--- src/rtl/forest_sample_sched.sv ---
// forest_sample_sched: loads one sample batch into sample_fifo, then replays it once per
// tree through a small skid buffer that absorbs the FIFO read latency.
module forest_sample_sched #(
  parameter int FIFO_WIDTH     = 16,
  parameter int FIFO_DEPTH_BIT = 4,
  parameter int TREE_BIT       = 4,
  parameter int RD_LAT         = 3,
  parameter int SKID_DEPTH     = 4
) (
  input  logic                      clk,
  input  logic                      rst_n,
  input  logic                      i_start,
  input  logic [FIFO_DEPTH_BIT-1:0] i_num_smp,
  input  logic [TREE_BIT-1:0]       i_num_tree,
  input  logic [FIFO_WIDTH-1:0]     i_smp_data,
  input  logic                      i_smp_vld,
  output logic                      o_smp_rdy,
  output logic                      o_fifo_flush,
  output logic                      o_fifo_read_rst,
  output logic                      o_fifo_mark_read_rst,
  output logic                      o_fifo_push,
  output logic                      o_fifo_pop,
  output logic [FIFO_WIDTH-1:0]     o_fifo_rear,
  input  logic                      i_fifo_full,
  input  logic                      i_fifo_empty,
  input  logic                      i_fifo_vld,
  input  logic [FIFO_WIDTH-1:0]     i_fifo_front,
  output logic [FIFO_WIDTH-1:0]     o_dn_data,
  output logic [TREE_BIT-1:0]       o_dn_tree,
  output logic                      o_dn_last,
  output logic                      o_dn_vld,
  input  logic                      i_dn_rdy,
  output logic                      o_busy,
  output logic                      o_done,
  output logic [2:0]                o_dbg_state
);

  // Valid/ready (upstream and downstream): a beat moves on a rising edge where valid && ready;
  // valid never depends on ready, and data/tag hold while valid && !ready.

  typedef enum logic [2:0] {
    S_IDLE   = 3'd0,
    S_FLUSH  = 3'd1,
    S_LOAD   = 3'd2,
    S_REPLAY = 3'd3,
    S_REWIND = 3'd4,
    S_DONE   = 3'd5
  } state_t;

  localparam int SKID_AW = (SKID_DEPTH > 1) ? $clog2(SKID_DEPTH) : 1;
  localparam int OCC_W   = $clog2(SKID_DEPTH + 1);
  // At most one pop per cycle and each returns RD_LAT cycles later.
  localparam int INF_W   = $clog2(RD_LAT + 1);
  localparam logic [SKID_AW-1:0] SKID_LAST = SKID_AW'(SKID_DEPTH - 1);
  localparam logic [OCC_W:0]     SKID_LIM  = (OCC_W + 1)'(SKID_DEPTH);

  state_t                    r_state;
  logic [FIFO_DEPTH_BIT-1:0] r_num_smp;
  logic [FIFO_DEPTH_BIT-1:0] r_load_cnt;
  logic [FIFO_DEPTH_BIT-1:0] r_pop_cnt;
  logic [FIFO_DEPTH_BIT-1:0] r_dlv_cnt;
  logic [TREE_BIT-1:0]       r_num_tree;
  logic [TREE_BIT-1:0]       r_tree;
  logic [1:0]                r_settle;
  logic [INF_W-1:0]          r_inflight;
  logic [OCC_W-1:0]          r_skid_cnt;
  logic [SKID_AW-1:0]        r_skid_wp;
  logic [SKID_AW-1:0]        r_skid_rp;
  logic [FIFO_WIDTH-1:0]     r_skid_mem [SKID_DEPTH];
  logic                      r_fifo_flush;
  logic                      r_fifo_read_rst;
  logic                      r_fifo_mark;
  logic                      r_done;

  logic                      w_smp_rdy;
  logic                      w_push;
  logic [OCC_W:0]            w_occ;
  logic                      w_pop;
  logic                      w_skid_wr;
  logic                      w_dn_vld;
  logic                      w_dn_acc;
  logic                      w_pass_end;

  assign w_smp_rdy  = (r_state == S_LOAD) && !i_fifo_full && (r_load_cnt < r_num_smp);
  assign w_push     = w_smp_rdy && i_smp_vld;
  // Pops still in the FIFO pipeline reserve a skid slot, so returns never find it full.
  assign w_occ      = (OCC_W + 1)'(r_skid_cnt) + (OCC_W + 1)'(r_inflight);
  assign w_pop      = (r_state == S_REPLAY) && !i_fifo_empty && (r_pop_cnt < r_num_smp)
                      && (w_occ < SKID_LIM);
  assign w_skid_wr  = (r_state == S_REPLAY) && i_fifo_vld;
  assign w_dn_vld   = (r_state == S_REPLAY) && (r_skid_cnt != '0);
  assign w_dn_acc   = w_dn_vld && i_dn_rdy;
  assign w_pass_end = w_dn_acc && (r_dlv_cnt == r_num_smp - 1'b1);

  assign o_smp_rdy            = w_smp_rdy;
  assign o_fifo_push          = w_push;
  assign o_fifo_rear          = w_push ? i_smp_data : '0;
  assign o_fifo_pop           = w_pop;
  assign o_fifo_flush         = r_fifo_flush;
  assign o_fifo_read_rst      = r_fifo_read_rst;
  assign o_fifo_mark_read_rst = r_fifo_mark;
  assign o_dn_vld             = w_dn_vld;
  assign o_dn_data            = r_skid_mem[r_skid_rp];
  assign o_dn_tree            = r_tree;
  assign o_dn_last            = w_dn_vld && (r_dlv_cnt == r_num_smp - 1'b1);
  assign o_busy               = (r_state != S_IDLE);
  assign o_done               = r_done;
  assign o_dbg_state          = r_state;

  always_ff @(posedge clk) begin
    if (!rst_n) begin
      r_state         <= S_IDLE;
      r_num_smp       <= '0;
      r_load_cnt      <= '0;
      r_pop_cnt       <= '0;
      r_dlv_cnt       <= '0;
      r_num_tree      <= '0;
      r_tree          <= '0;
      r_settle        <= '0;
      r_inflight      <= '0;
      r_skid_cnt      <= '0;
      r_skid_wp       <= '0;
      r_skid_rp       <= '0;
      r_fifo_flush    <= 1'b0;
      r_fifo_read_rst <= 1'b0;
      r_fifo_mark     <= 1'b0;
      r_done          <= 1'b0;
      for (int i = 0; i < SKID_DEPTH; i++) r_skid_mem[i] <= '0;
    end else begin
      r_fifo_flush    <= 1'b0;
      r_fifo_read_rst <= 1'b0;
      r_fifo_mark     <= 1'b0;
      r_done          <= 1'b0;

      // The cycle after the very first pop the FIFO's rptr-1 is the batch start.
      if (w_pop && (r_tree == '0) && (r_pop_cnt == '0)) r_fifo_mark <= 1'b1;

      case ({w_pop, w_skid_wr})
        2'b10:   r_inflight <= r_inflight + 1'b1;
        2'b01:   r_inflight <= r_inflight - 1'b1;
        default: ;
      endcase

      case ({w_skid_wr, w_dn_acc})
        2'b10:   r_skid_cnt <= r_skid_cnt + 1'b1;
        2'b01:   r_skid_cnt <= r_skid_cnt - 1'b1;
        default: ;
      endcase

      if (w_skid_wr) begin
        r_skid_mem[r_skid_wp] <= i_fifo_front;
        r_skid_wp             <= (r_skid_wp == SKID_LAST) ? '0 : r_skid_wp + 1'b1;
      end
      if (w_dn_acc) begin
        r_skid_rp <= (r_skid_rp == SKID_LAST) ? '0 : r_skid_rp + 1'b1;
        r_dlv_cnt <= r_dlv_cnt + 1'b1;
      end
      if (w_pop)  r_pop_cnt  <= r_pop_cnt + 1'b1;
      if (w_push) r_load_cnt <= r_load_cnt + 1'b1;

      case (r_state)
        S_IDLE: begin
          if (i_start) begin
            r_num_smp    <= (i_num_smp == '0) ? FIFO_DEPTH_BIT'(1) : i_num_smp;
            r_num_tree   <= (i_num_tree == '0) ? TREE_BIT'(1) : i_num_tree;
            r_load_cnt   <= '0;
            r_pop_cnt    <= '0;
            r_dlv_cnt    <= '0;
            r_tree       <= '0;
            r_settle     <= '0;
            r_fifo_flush <= 1'b1;
            r_state      <= S_FLUSH;
          end
        end
        S_FLUSH: begin
          r_settle <= r_settle + 1'b1;
          if (r_settle == 2'd2) begin
            r_settle <= '0;
            r_state  <= S_LOAD;
          end
        end
        S_LOAD: begin
          if (w_push && (r_load_cnt + 1'b1 == r_num_smp)) begin
            r_tree    <= '0;
            r_pop_cnt <= '0;
            r_dlv_cnt <= '0;
            r_state   <= S_REPLAY;
          end
        end
        S_REPLAY: begin
          if (w_pass_end) begin
            if (r_tree == r_num_tree - 1'b1) begin
              r_done  <= 1'b1;
              r_state <= S_DONE;
            end else begin
              r_fifo_read_rst <= 1'b1;
              r_settle        <= '0;
              r_state         <= S_REWIND;
            end
          end
        end
        S_REWIND: begin
          r_settle <= r_settle + 1'b1;
          if (r_settle == 2'd2) begin
            r_settle  <= '0;
            r_tree    <= r_tree + 1'b1;
            r_pop_cnt <= '0;
            r_dlv_cnt <= '0;
            r_state   <= S_REPLAY;
          end
        end
        S_DONE: begin
          r_state <= S_IDLE;
        end
        default: begin
          r_state <= S_IDLE;
        end
      endcase
    end
  end

endmodule

--- config.mk ---
export PLATFORM = sky130hd
export DESIGN_NAME = forest_sample_sched
export DESIGN_NICKNAME = d
export VERILOG_FILES = /design/src/rtl/forest_sample_sched.sv
export SDC_FILE = /design/constraint.sdc
export NUM_CORES = 1
export LEC_CHECK = 0
export ABC_AREA = 1
export BUFFER_PORTS_ARGS = -buffer_cell sky130_fd_sc_hd__buf_2
export CORE_ASPECT_RATIO = 0.75
export CORE_MARGIN = 2
export CORE_UTILIZATION = 56
export DETAILED_ROUTE_END_ITERATION = 6
export PLACE_DENSITY = 0.8
export SLEW_MARGIN = 10
export SYNTH_ARGS = -nofsm -noshare
export SYNTH_HDL_FRONTEND = slang
export SYNTH_SLANG_ARGS = --single-unit
--- constraint.sdc ---
create_clock -name clk -period 2.2 [get_ports clk]
set_input_delay 0.44 -clock clk [delete_from_list [all_inputs] [get_ports clk]]
set_output_delay 0.44 -clock clk [all_outputs]
set_load 0.01 [all_outputs]
=== Yosys cells after proc, flatten, opt, wreduce, memory -nomap -nowiden ===
Memories as Yosys holds them, arrays and structs flattened. A register that Yosys moved wholly into a read port is not among the register bits.
Cells that the tools add are included.

* Flip-flop bits (word level): 42
* Bits in latches: 0
* RAM bits: 64
* ROM bits: 0
* Output and inout bits: 49
* Logic and storage cells: 138
* Memories: 1

{| class="wikitable"
|+ Memory list
! memory !! words !! bits a word !! read ports !! clocked after Yosys merged registers in !! write ports !! RTL line !! RTL
|-
| r_skid_mem || 4 || 16 || 1 || 1 || 4 || 69 || <nowiki>logic [FIFO_WIDTH-1:0] r_skid_mem [SKID_DEPTH];</nowiki>
|}

* Add/sub/neg operators: 14
* Multiply operators: 0
* Div/mod/pow operators: 0
* $lt $le $gt $ge: 3
* Equality and inequality tests: 20
* Shifts and indexed selects: 0
* Mux-type cells: 49
* Bitwise operators: 0
* Reductions and logical operators: 35

{| class="wikitable"
|+ Operator list
! operator !! number
|-
| 4-bit two-way mux || 16
|-
| 4-bit case mux with 3 select lines || 3
|-
| 16-bit two-way mux || 2
|-
| 2-bit two-way mux || 9
|-
| 4-bit by 1-bit adder with 4-bit output (second input constant) || 4
|-
| 4-bit logical NOT || 4
|-
| 16-bit OR reduction || 1
|-
| 3-bit two-way mux || 5
|-
| 3-bit case mux with 5 select lines || 1
|-
| 1-bit logical AND || 14
|-
| 4-bit == test || 3
|-
| 3-bit nonzero test || 4
|-
| 2-bit == test (second input constant) || 5
|-
| 1-bit two-way mux || 10
|-
| 2-bit != test (second input constant) || 5
|-
| 2-bit by 1-bit adder with 2-bit output (second input constant) || 4
|-
| 4-bit less-than comparator || 2
|-
| 4-bit AND reduction || 2
|-
| 4-bit by 1-bit subtractor with 4-bit output (second input constant) || 2
|-
| 3-bit by 2-bit == test with 1-bit output (second input constant) || 2
|-
| 2-bit case mux with 3 select lines || 1
|-
| 3-bit case mux with 2 select lines || 1
|-
| 5-bit AND reduction || 1
|-
| 3-bit by 2-bit adder with 4-bit output || 1
|-
| 15 further kinds || 19
|}

=== Depth between registers and ports, before layout ===
Gate-level depths: netlist (run 1).

* Word-level depth: 7
* Gate-level depth with buffers: 15

=== Worst setup path after synthesis (run 1) ===
OpenSTA, ideal clock, no wires.

* Kind: reg2reg
* From: register r_state[0], in the netlist o_dbg_state[0]
* To: memory r_skid_mem[1][0] (enable)
* Data arrival time: 1768 ps
* Data required time: 1828 ps
* Slack: 60 ps
* Cell stages (with the launch flop): 10
* Buffers on the path: 1
* Clock period less this slack: 2140 ps
* Path through: dfxtp_1 > nand2_2 > nor2_8 > nand2_4 > nor2_4 > inv_2 > nor2_4 > nand2_2 > buf_2 > nand2_1

{| class="wikitable"
|+ RTL lines
! element !! RTL line !! RTL
|-
| start, declared || 57 || <nowiki>state_t r_state;</nowiki>
|-
| start signal, assigned || 112 || <nowiki>r_state <= S_IDLE;</nowiki>
|-
| start signal, assigned || 172 || <nowiki>r_state <= S_FLUSH;</nowiki>
|-
| start signal, assigned || 179 || <nowiki>r_state <= S_LOAD;</nowiki>
|-
| end, declared || 69 ||
|}

=== Final worst setup path (run 1) ===
* From: register r_num_smp[0]
* To: output o_dn_last

* Longest elaborated chain between the ends: 3

{| class="wikitable"
|+ RTL lines
! element !! RTL line !! RTL
|-
| start, declared || 58 || <nowiki>logic [FIFO_DEPTH_BIT-1:0] r_num_smp;</nowiki>
|-
| start signal, assigned || 164 || <nowiki>r_num_smp <= (i_num_smp == '0) ? FIFO_DEPTH_BIT'(1) : i_num_smp;</nowiki>
|-
| 4-bit by 1-bit subtractor with 4-bit output || 105 || <nowiki>assign o_dn_last = w_dn_vld && (r_dlv_cnt == r_num_smp - 1'b1);</nowiki>
|-
| 4-bit == test || 105 ||
|-
| 1-bit logical AND || 105 ||
|-
| end, declared || 30 || <nowiki>output logic o_dn_last,</nowiki>
|}

Every way passes these cells.

==> results of run 1 <==
[routing by layer]
layer  wire (um)  global-route usage [%]
met4         196                    8.11
met2        6690                    42.7
met1        5980                    34.3
met5           0                       0
met3        1040                    4.91
[area by class of cell]
cell class              instances  area [um2]
fillers                       713        2690
clock buffers                  10         229
flip-flops and latches        108        2810
repair buffers                133         801
inverters                      92         363
multi-input cells             416        2430
well taps                     132         165
clock inverters                 6        56.3
[worst max-delay path, cell delays in order (launching register included)]
cell and delay (ns):
dfxtp_4 0.38, inv_6 0.04, ha_4 0.16, nand2_2 0.09, nand2_2 0.06, nand2_1 0.07
nand2_1 0.08, or3_4 0.40, nor2_1 0.11, buf_2 0.14
[power by group through the flow]
stage	Clock [mW]	Combinational (mW)	Sequential, mW
4_1_cts	1.57	1.19	2.34
3_5_place_dp	0	1.15	2.39
6_report	1.55	1.42	2.36
3_3_place_gp	0	1.10	2.37
5_1_grt	1.65	1.56	2.37
2_1_floorplan	0	0.771	2.39
[registers in the layout, summed over array words and instances, names as in the netlist, 4 cells and up, named ones only]
signal      flops
r_dlv_cnt       4
r_skid_mem     64
r_pop_cnt       4
r_num_smp       4
r_load_cnt      4
o_dn_tree       4
r_num_tree      4
[logic make-up (layout without fill, tap and decap cells)]
logic type / Yosys count / in the layout
adders and majority gates: 21 / 21
and+or+nand+nor: 280 / 280
muxes: 1 / 1
AOI/OAI and AO/OA: 100 / 100
xor gates and xnor gates: 14 / 14
buffers and inverters: 108 / 241
DFF: 108 / 108
[cells in the final DEF, fill, tap and decap left out, drive strengths merged, types with 2 or more instances in the layout]
cell / Yosys / routed
nor2: 167 / 167
buf: 6 / 133
inv: 92 / 95
nand2: 72 / 72
edfxtp: 64 / 64
o21ai: 51 / 51
dfxtp: 44 / 44
nand3: 26 / 26
o22ai: 23 / 23
ha: 20 / 20
a21oi: 17 / 17
clkbuf: 10 / 10
xor2: 8 / 8
nor3: 7 / 7
xnor2: 6 / 6
a31oi: 4 / 4
nand4: 4 / 4
clkinv: 0 / 2
o21bai: 2 / 2
[worst max-delay path by stage]
stage	from	end
after floorplan	o_dbg_state[0]	r_skid_mem[1][0]
after global placement	r_num_smp[3]	o_fifo_rear[9]
after detailed placement	r_num_smp[1]	r_inflight[1]
after CTS	r_num_smp[1]	o_fifo_rear[11]
after global routing	r_num_smp[0]	o_dn_last
final	r_num_smp[0]	o_dn_last
[repair_timing]
item / 4_1_cts / 5_1_grt
resized for setup: 20 / 61
setup buffers: 5 / 7
setup endpoints to repair: 19 / 30
hold buffers: 0 / 0
endpoints found under the hold margin: 0 / 0
pin swaps: 7 / 17
gates cloned: 1 / 0
==> impl_results.md, run 1 <==
- First-pass GRT wire length: 21.1 mm
- Asr flop ratio synth: 0%
- I/O pin total: 97
- Synth Instances: between 600 and 700
- Setup repair after global routing missed its margin: yes
- Min setup slack post-route: -0.117 ns
- Finished Layout Cells: 897
- Logic pwr share: 26.6%
- Post-synthesis compound-gate area fraction: 10.3%
- Setup TNS: -0.168 ns
- Reg2reg end: r_skid_cnt[2]
- Root buffer cell: clkbuf_16
- XOR/XNOR share of the synthesized area: 2.26%
- Crit path arrival time: 1.88 ns
- Vias/cell: approximately 5.3
- PD cells: roughly 780 nW/um2
- Register area share after synthesis: 51.6%
- Overflow left after global routing: 0
- Most used DFF post-synth: edfxtp_1
- Die X: 118 um
- Drt drc: 0
- Critical hold path startpoint: i_num_smp[3]
- Slew headroom: between 70% and 80%
- DR WL/cell: 15.5 um
- YS warnings: 0
- Period utilization: 105%
- Dpl hpwl: slightly above 9 mm
- Worst-path fanout max: 4
- Placement Cell Area: 6190 um2
- Sequential power share: 44.2%
- Gpl congestion: 0.901
- Synth Area in Simple Gates: 23.1%
- Synth Area per Inst: 8.59 um2
- 1st-pass router iterations: 5
- Clock latency on the worst-skew pair: around 0.35 ns
- Minimum clock period: 2.32 ns
- Hold/Removal Path Class: input port to register
- Leakage: 3.19 nW
- Switching Share: 32.2%
- Largest net degree at the start of global routing: 33
- Clock-pin slew on the worst setup and hold paths: approximately 0.070 ns
- Vias: 4780
- Die height: 89.3 um
- Number of synthesized register bits: 108
- DR iter-0 viols: ~380
- Final WL: 13.9 mm
- Crit. End Element: output pin
- Initial antenna violation count: 0
- H-tree levels: 3
- Status: complete, but fails checks
- Final hold vios: 0
- Layout Utilization: 71.8%
- Hold path depth: 3
- Failing checks: negative setup slack
- FF-to-FF Start: o_dbg_state[1]
- Initial Utilization: 56.9%
- Most frequent cell after synthesis: nor2_1
- CP startpoint kind: register
- Dpl ws: 0.109 ns
- Commonest cells in the netlist: nor2_1 (159), inv_1 (90), edfxtp_1 (64)
- Total CTS buffers: 9
- Worst-Margin Slew: approximately 0.36 ns
- Synth Cell Area: ~5400 um2
- Main combinational cell family by area after synthesis: simple AND/OR/NAND/NOR gates
- Peak VDD IR: 0.415 mV
- Core area: around 9500 um2
- Internal Power: 3.61 mW
- Clk_skew: 0.00939 ns
- Clock Sinks: 108
- R2r setup slk: between 0.1 and 0.15 ns
- Sw power: 1.72 mW
- EDFF count, synth: 64
- Max Cap Viol: 0
- Total power: between 5 and 6 mW
- Adder-cell area share of the yosys netlist: 4.98%
- Remaining antenna violation count: 0
- Kind of critical path: register to output pin
- Ranking of synthesized cells by area: edfxtp_1 (35%), dfxtp_1 (16%), nor2_1 (11%)
- Clk pwr share: 29.2%
- Share of post-route cells with drive strength above 1: 29.3%
- Syn Nets: about 700
- Die area: 10500 um2
- # port buffers: 96
- Hold endpoint: r_num_smp[3]
- Post-layout nets: 829
- Vias in the first global route: 4515
- Post-Layout Inst Area: 6850 um2
- Final setup fails: 4
- Yosys top cell by area: edfxtp_1
- TritonCTS clock tree: built
- Hold slack: 0.360 ns
- Post-synthesis mux area share: 0.184%
- Rows: 31
- Maximum clock insertion buffer count: 2
- Yosys top cell area share: between 30% and 40%
- Worst EP required: ~1.8 ns
- FF-to-FF path depth: 11
- GRT Util Overall: 25.5%
- Synth cell types: 39
- Final Max Tran Viols: 0
- Layout Area Growth over Synthesis: 26.3%
- FMAX: 0.432 GHz
- Placed insts: 868
- Antenna cells: 0
Note: power is estimated with default switching activity, not from simulation.
==> run 2: changes to the inputs <==
--- a/config.mk
+++ b/config.mk
@@ -10,9 +10,10 @@
 export CORE_ASPECT_RATIO = 0.75
 export CORE_MARGIN = 2
-export CORE_UTILIZATION = 56
+export CORE_UTILIZATION = 60
 export DETAILED_ROUTE_END_ITERATION = 6
-export PLACE_DENSITY = 0.8
+export PLACE_DENSITY = 0.85
 export SLEW_MARGIN = 10
 export SYNTH_ARGS = -nofsm -noshare
 export SYNTH_HDL_FRONTEND = slang
 export SYNTH_SLANG_ARGS = --single-unit
+export TNS_END_PERCENT = 5
==> constraint.sdc (replaced) <==
create_clock -name clk -period 2.7 [get_ports clk]
set_input_delay 0.135 -clock clk [delete_from_list [all_inputs] [get_ports clk]]
set_output_delay 0.135 -clock clk [all_outputs]
set_load 0.01 [all_outputs]
==> run 2 against run 1 <==
- the run now ends clean
- global-route usage increased by 2.9 points
- critical endpoint is now o_fifo_rear[13]
- clock power down 17%
- die area shrank 6.4%
==> impl_results.md, run 2 (synthesis results as in run 1) <==
- PD cells: 650 nW/um2
- Vias/cell: ~5.6
- TritonCTS clock tree: built
- Clock Sinks: roughly 110
- Antenna cells: 0
- Final WL: 13.5 mm
- Remaining antenna violation count: 0
- Delay-heaviest family, CP: buffers and inverters
- DR WL/cell: 15.8 um
- H-tree levels: 3
- FF-to-FF Start: o_dbg_state[0]
- Final setup fails: 0
- GRT Util Overall: 28.4%
- Cells along the critical path: inv_1 -> ha_1 -> a21oi_1 -> nand4_2 -> buf_4 -> nor2_1 -> buf_2
- Status: finished clean
- Dpl hpwl: 9.55 mm
- Core area: 8930 um2
- Final Max Tran Viols: 0
- Worst-path fanout max: 16
- Worst-Margin Slew: 0.762 ns
- Commonest cells after routing, fill and taps aside: nor2_1 (159), buf_2 (96), inv_1 (90)
- Hold/Removal Path Class: input port to register
- Clk_skew: 0.0110 ns
- Setup repair after global routing missed its margin: no
- Share of post-route cells with drive strength above 1: approximately a fifth
- CP startpoint kind: register
- Setup TNS: 0 ns
- Die X: around 110 um
- Initial Utilization: 60.8%
- CP max-delay cell: dfxtp_1
- R2r setup slk: between 0.3 and 0.4 ns
- Final hold vios: 0
- Slew headroom: 49.1%
- Post-CTS Setup Repair Bufs: 0
- Initial antenna violation count: 0
- Vias in the first global route: 4602
- Max Cap Viol: 0
- Drt drc: 0
- Post-layout nets: roughly 800
- Maximum clock insertion buffer count: 2
- Largest net degree at the start of global routing: 33
- FF-to-FF path depth: 9
- CP max stage delay: 0.42 ns
- Crit path capture: o_fifo_rear[13]
- 1st-pass router iterations: 6
- Overflow left after global routing: 0
- Hold_buf cts: 0
- Clock latency on the worst-skew pair: 0.36 ns
- Kind of critical path: register to output pin
- Reg2reg end: r_skid_mem[1][9]
- Largest reg by FF count: r_skid_mem
- Worst EP required: 2.57 ns
- Rows: 30
- # port buffers: 96
- Layout Area Growth over Synthesis: 16.8%
- Clock-pin slew on the worst setup and hold paths: 0.07 ns
- I/O pin total: 97
- Gpl congestion: 0.918
- Max reg flops: 64
- Most common cell after layout, fill and taps aside: nor2_1
- Vias: 4731
- Total power: 4.12 mW
- Crit path arrival time: 2.24 ns
- Peak VDD IR: around 0.31 mV
- Die area: 9830 um2
- Post-cts repair resize count: 0
- Period utilization: 87.9%
- Die height: 86.4 um
- WP buf/inv: 3
- First-pass GRT wire length: around 22 mm
- Leakage: ~3 nW
- DR iter-0 viols: around 530
- Root buffer cell: clkbuf_16
- Crit. End Element: output pin
- FMAX: between 0.4 and 0.5 GHz
- Total CTS buffers: 9
- Minimum clock period: around 2.4 ns
- Setup crit start: r_num_smp[3]
- Instance count on the critical path: 7
==> run 2: cell count changes in the layout (fill, tap and decap cells not counted), moves of 5 or more <==
cell	delta
buf_2	+5
buf_4	-24
buf_6	-8
dfxtp_1	+7
dfxtp_2	-6
ha_1	+7
ha_4	-6
inv_1	+9
inv_4	-5
nand2_1	+6
nand2_2	-5
nor2_1	+10
nor2_4	-6
==> run 2: tightest hold or removal path: cells and delay by family <==
family                 cells  cell delay (ns)
AO/OA/AOI/OAI              2             0.14
buffers and inverters      1             0.08
==> run 2: metrics by stage <==
step / utilization [%] / hold slack, ns / instance area (um2) / setup WS (ns) / instances
floorplan: - / 0.297 / 5430 / 0.560 / 632
CTS: 71.0 / 0.0469 / 6340 / 0.344 / 850
finish: 71.0 / 0.0490 / 6340 / 0.328 / 850
global route: 71.0 / 0.0517 / 6340 / 0.127 / 850
global placement: 67.8 / 0.393 / 6060 / 0.559 / 834
detailed placement: 67.8 / 0.406 / 6060 / 0.433 / 834
==> run 2: routing by layer <==
metal  GRT usage [%]  share of wire [%]  vias up
met5               0                  0        -
met4            9.98                2.0        0
met3            7.62                8.4       31
met2            48.3                 49      228
met1            35.5                 41     2212
li1                -                  -     2260
==> run 2: final cells by class <==
class | count | area (um2)
flip-flops and latches | 108 | 2800
fillers | 649 | 2590
multi-input cells | 416 | 2210
repair buffers | 106 | 556
inverters | 92 | 345
clock buffers | 10 | 229
well taps | 112 | 140
clock inverters | 6 | 55.1
==> run 2: worst min-delay path by stage <==
stage	from	slack (ns)	depth (start not counted)	to
after floorplan	i_num_smp[0]	0.30	2	r_num_smp[0]
after global placement	i_num_tree[0]	0.39	3	r_num_tree[0]
after detailed placement	i_num_tree[0]	0.41	3	r_num_tree[0]
after CTS	i_num_tree[0]	0.05	3	r_num_tree[0]
after global routing	i_num_smp[1]	0.05	3	r_num_smp[1]
final	i_num_tree[0]	0.05	3	r_num_tree[0]
==> run 2: power breakdown <==
group	switching, mW	internal (mW)
Combinational	0.596	0.310
Clock	0.638	0.647
Sequential	0.0879	1.84
==> run 3: changes to the inputs <==
- MAX_ROUTING_LAYER: unset -> met4
==> run 3 against run 2 <==
- cell count unchanged
- count of clock-buffer cells in the layout unchanged
- maximum frequency decreased by 0.67%
- first-iteration DRC count decreased by 17%
- critical path type is now register to register
- largest cell class unchanged
- register-to-register slack got worse by 0.04 ns
- die area unchanged
==> impl_results.md, run 3 (synthesis results as in run 1) <==
- # port buffers: 96
- CP startpoint kind: register
- Final setup fails: 0
- Dpl hpwl: 9.51 mm
- Period utilization: roughly nine tenths
- Setup repair after global routing missed its margin: no
- Clk_skew: 0.00893 ns
- Clock-pin slew on the worst setup and hold paths: 0.07 ns
- Final WL: 13.5 mm
- Maximum clock insertion buffer count: 2
- Die area: 9830 um2
- Share of post-route cells with drive strength above 1: 20.5%
- Final Max Tran Viols: 0
- Delay-heaviest family, CP: simple AND/OR/NAND/NOR gates
- Max Cap Viol: 0
- Commonest cells after routing, fill and taps aside: nor2_1 (159), buf_2 (96), inv_1 (90)
- PD cells: 645 nW/um2
- Worst-Margin Slew: 0.791 ns
- Total power: 4.08 mW
- Multi-input gate area: 2210 um2
- Min setup slack post-route: 0.312 ns
- Crit. End Element: register
- Placement Cell Area: 6060 um2
- Hold slack: 0.0671 ns
- Hold/Removal Path Class: input port to register
- CP max-delay cell: dfxtp_1
- Placed insts: 834
- Dpl ws: 0.424 ns
- Minimum clock period: 2.39 ns
- Vias/cell: about 5.6
- Post-Layout Inst Area: between 6000 and 7000 um2
- Initial antenna violation count: 0
- Die height: 86.4 um
- Clock Sinks: 108
- FMAX: 0.419 GHz
- 1st-pass router iterations: 6
- Worst-path fanout max: 10
- Crit path arrival time: 2.62 ns
- GRT Util Overall: 28.9%
- R2r setup slk: 0.31 ns
- Overflow left after global routing: 0
- Post-CTS Setup Repair Bufs: 0
- Slew headroom: a little under half
- DR iter-0 viols: 436
- Filler Cell Count: 657
- Total CTS buffers: 9
- Root buffer cell: clkbuf_16
- First-pass GRT wire length: 21.6 mm
- Core area: 8930 um2
- Peak VDD IR: 0.462 mV
- Most common cell after layout, fill and taps aside: nor2_1
- Hold_buf cts: 0
- Finished Layout Cells: 850
- Cells along the critical path: nand2_2 -> nor2_8 -> nand2_4 -> nor2_8 -> ha_1 -> inv_1 -> fa_1 -> a21oi_1 -> o21ai_0 -> o21ai_0 -> a21oi_1
- H-tree levels: 3
- Vias in the first global route: 4546
- Antenna cells: 0
- Leakage: slightly above 3 nW
- Largest reg by FF count: r_skid_mem
- Die X: 114 um
- Largest net degree at the start of global routing: 33
- Hold path depth: 3
- Critical hold path startpoint: i_num_tree[1]
- Register area: 2800 um2
- Final hold vios: 0
- Post-layout nets: 802
- Max reg flops: 64
- FF-to-FF Start: o_dbg_state[0]
- Drt drc: 0
- I/O pin total: 97
- Remaining antenna violation count: 0
- Layout Utilization: a little under three quarters
- CP max stage delay: 0.48 ns
- Hold endpoint: r_num_tree[1]
- Kind of critical path: register to register
- Setup crit start: o_dbg_state[0]
- FF-to-FF path depth: 11
- Setup TNS: 0 ns
- TritonCTS clock tree: built
- Worst EP required: approximately 3 ns
- Post-cts repair resize count: 0
- Vias: 4727
- Clock latency on the worst-skew pair: 0.35 ns
- Rows: 30
- Gpl congestion: 0.934
- WP buf/inv: 1
- Initial Utilization: 60.8%
- Reg2reg end: r_skid_cnt[2]
- Status: finished clean
- DR WL/cell: approximately 16 um
- Layout Area Growth over Synthesis: 16.7%
-- run 3: changes by cell type in the layout (fill, tap and decap cells not counted), sizes merged --
| cell | change |
|---|---|
| clkinvlp | +2 |
| inv | -2 |
-- run 3: tightest hold or removal path, delay by kind of cell --
kind | cells | cell delay [ns]
buffers and inverters | 2 | 0.11
AO/OA/AOI/OAI | 1 | 0.11
-- run 3: layer usage --
metal	global-route usage [%]	vias up	share of wire, %
met2	48.2	219	48
li1	-	2268	-
met1	36.6	2216	42
met3	6.36	24	8.1
met4	6.98	0	1.7
met5	-	-	0
-- run 3: how the worst max path moves through the flow --
stage                                    to  slack, ns  cells after the start
after floorplan            r_skid_mem[1][0]       0.56                      9
after global placement        r_skid_cnt[2]       0.56                     11
after detailed placement  r_skid_mem[1][13]       0.42                      9
after CTS                    o_fifo_rear[5]       0.34                      7
after global routing         o_fifo_rear[9]       0.15                      7
final                         r_skid_cnt[2]       0.31                     11
-- run 3: where the power goes --
part | internal [mW] | leakage, nW | switching [mW] | total [mW]
sequential | 1.84 | 1.02 | 0.0841 | 1.93
clock | 0.635 | 0.130 | 0.610 | 1.24
combinational | 0.310 | 1.87 | 0.603 | 0.912
total | 2.79 | 3.02 | 1.30 | 4.08
-- run 3: final cells by class --
class,instances,share of cell area [%]
clock buffer,10,3.62
clock inverter,6,0.751
inverter,92,5.45
multi-input combinational,416,34.9
sequential,108,44.3
tap,112,2.21
timing repair buffer,106,8.77
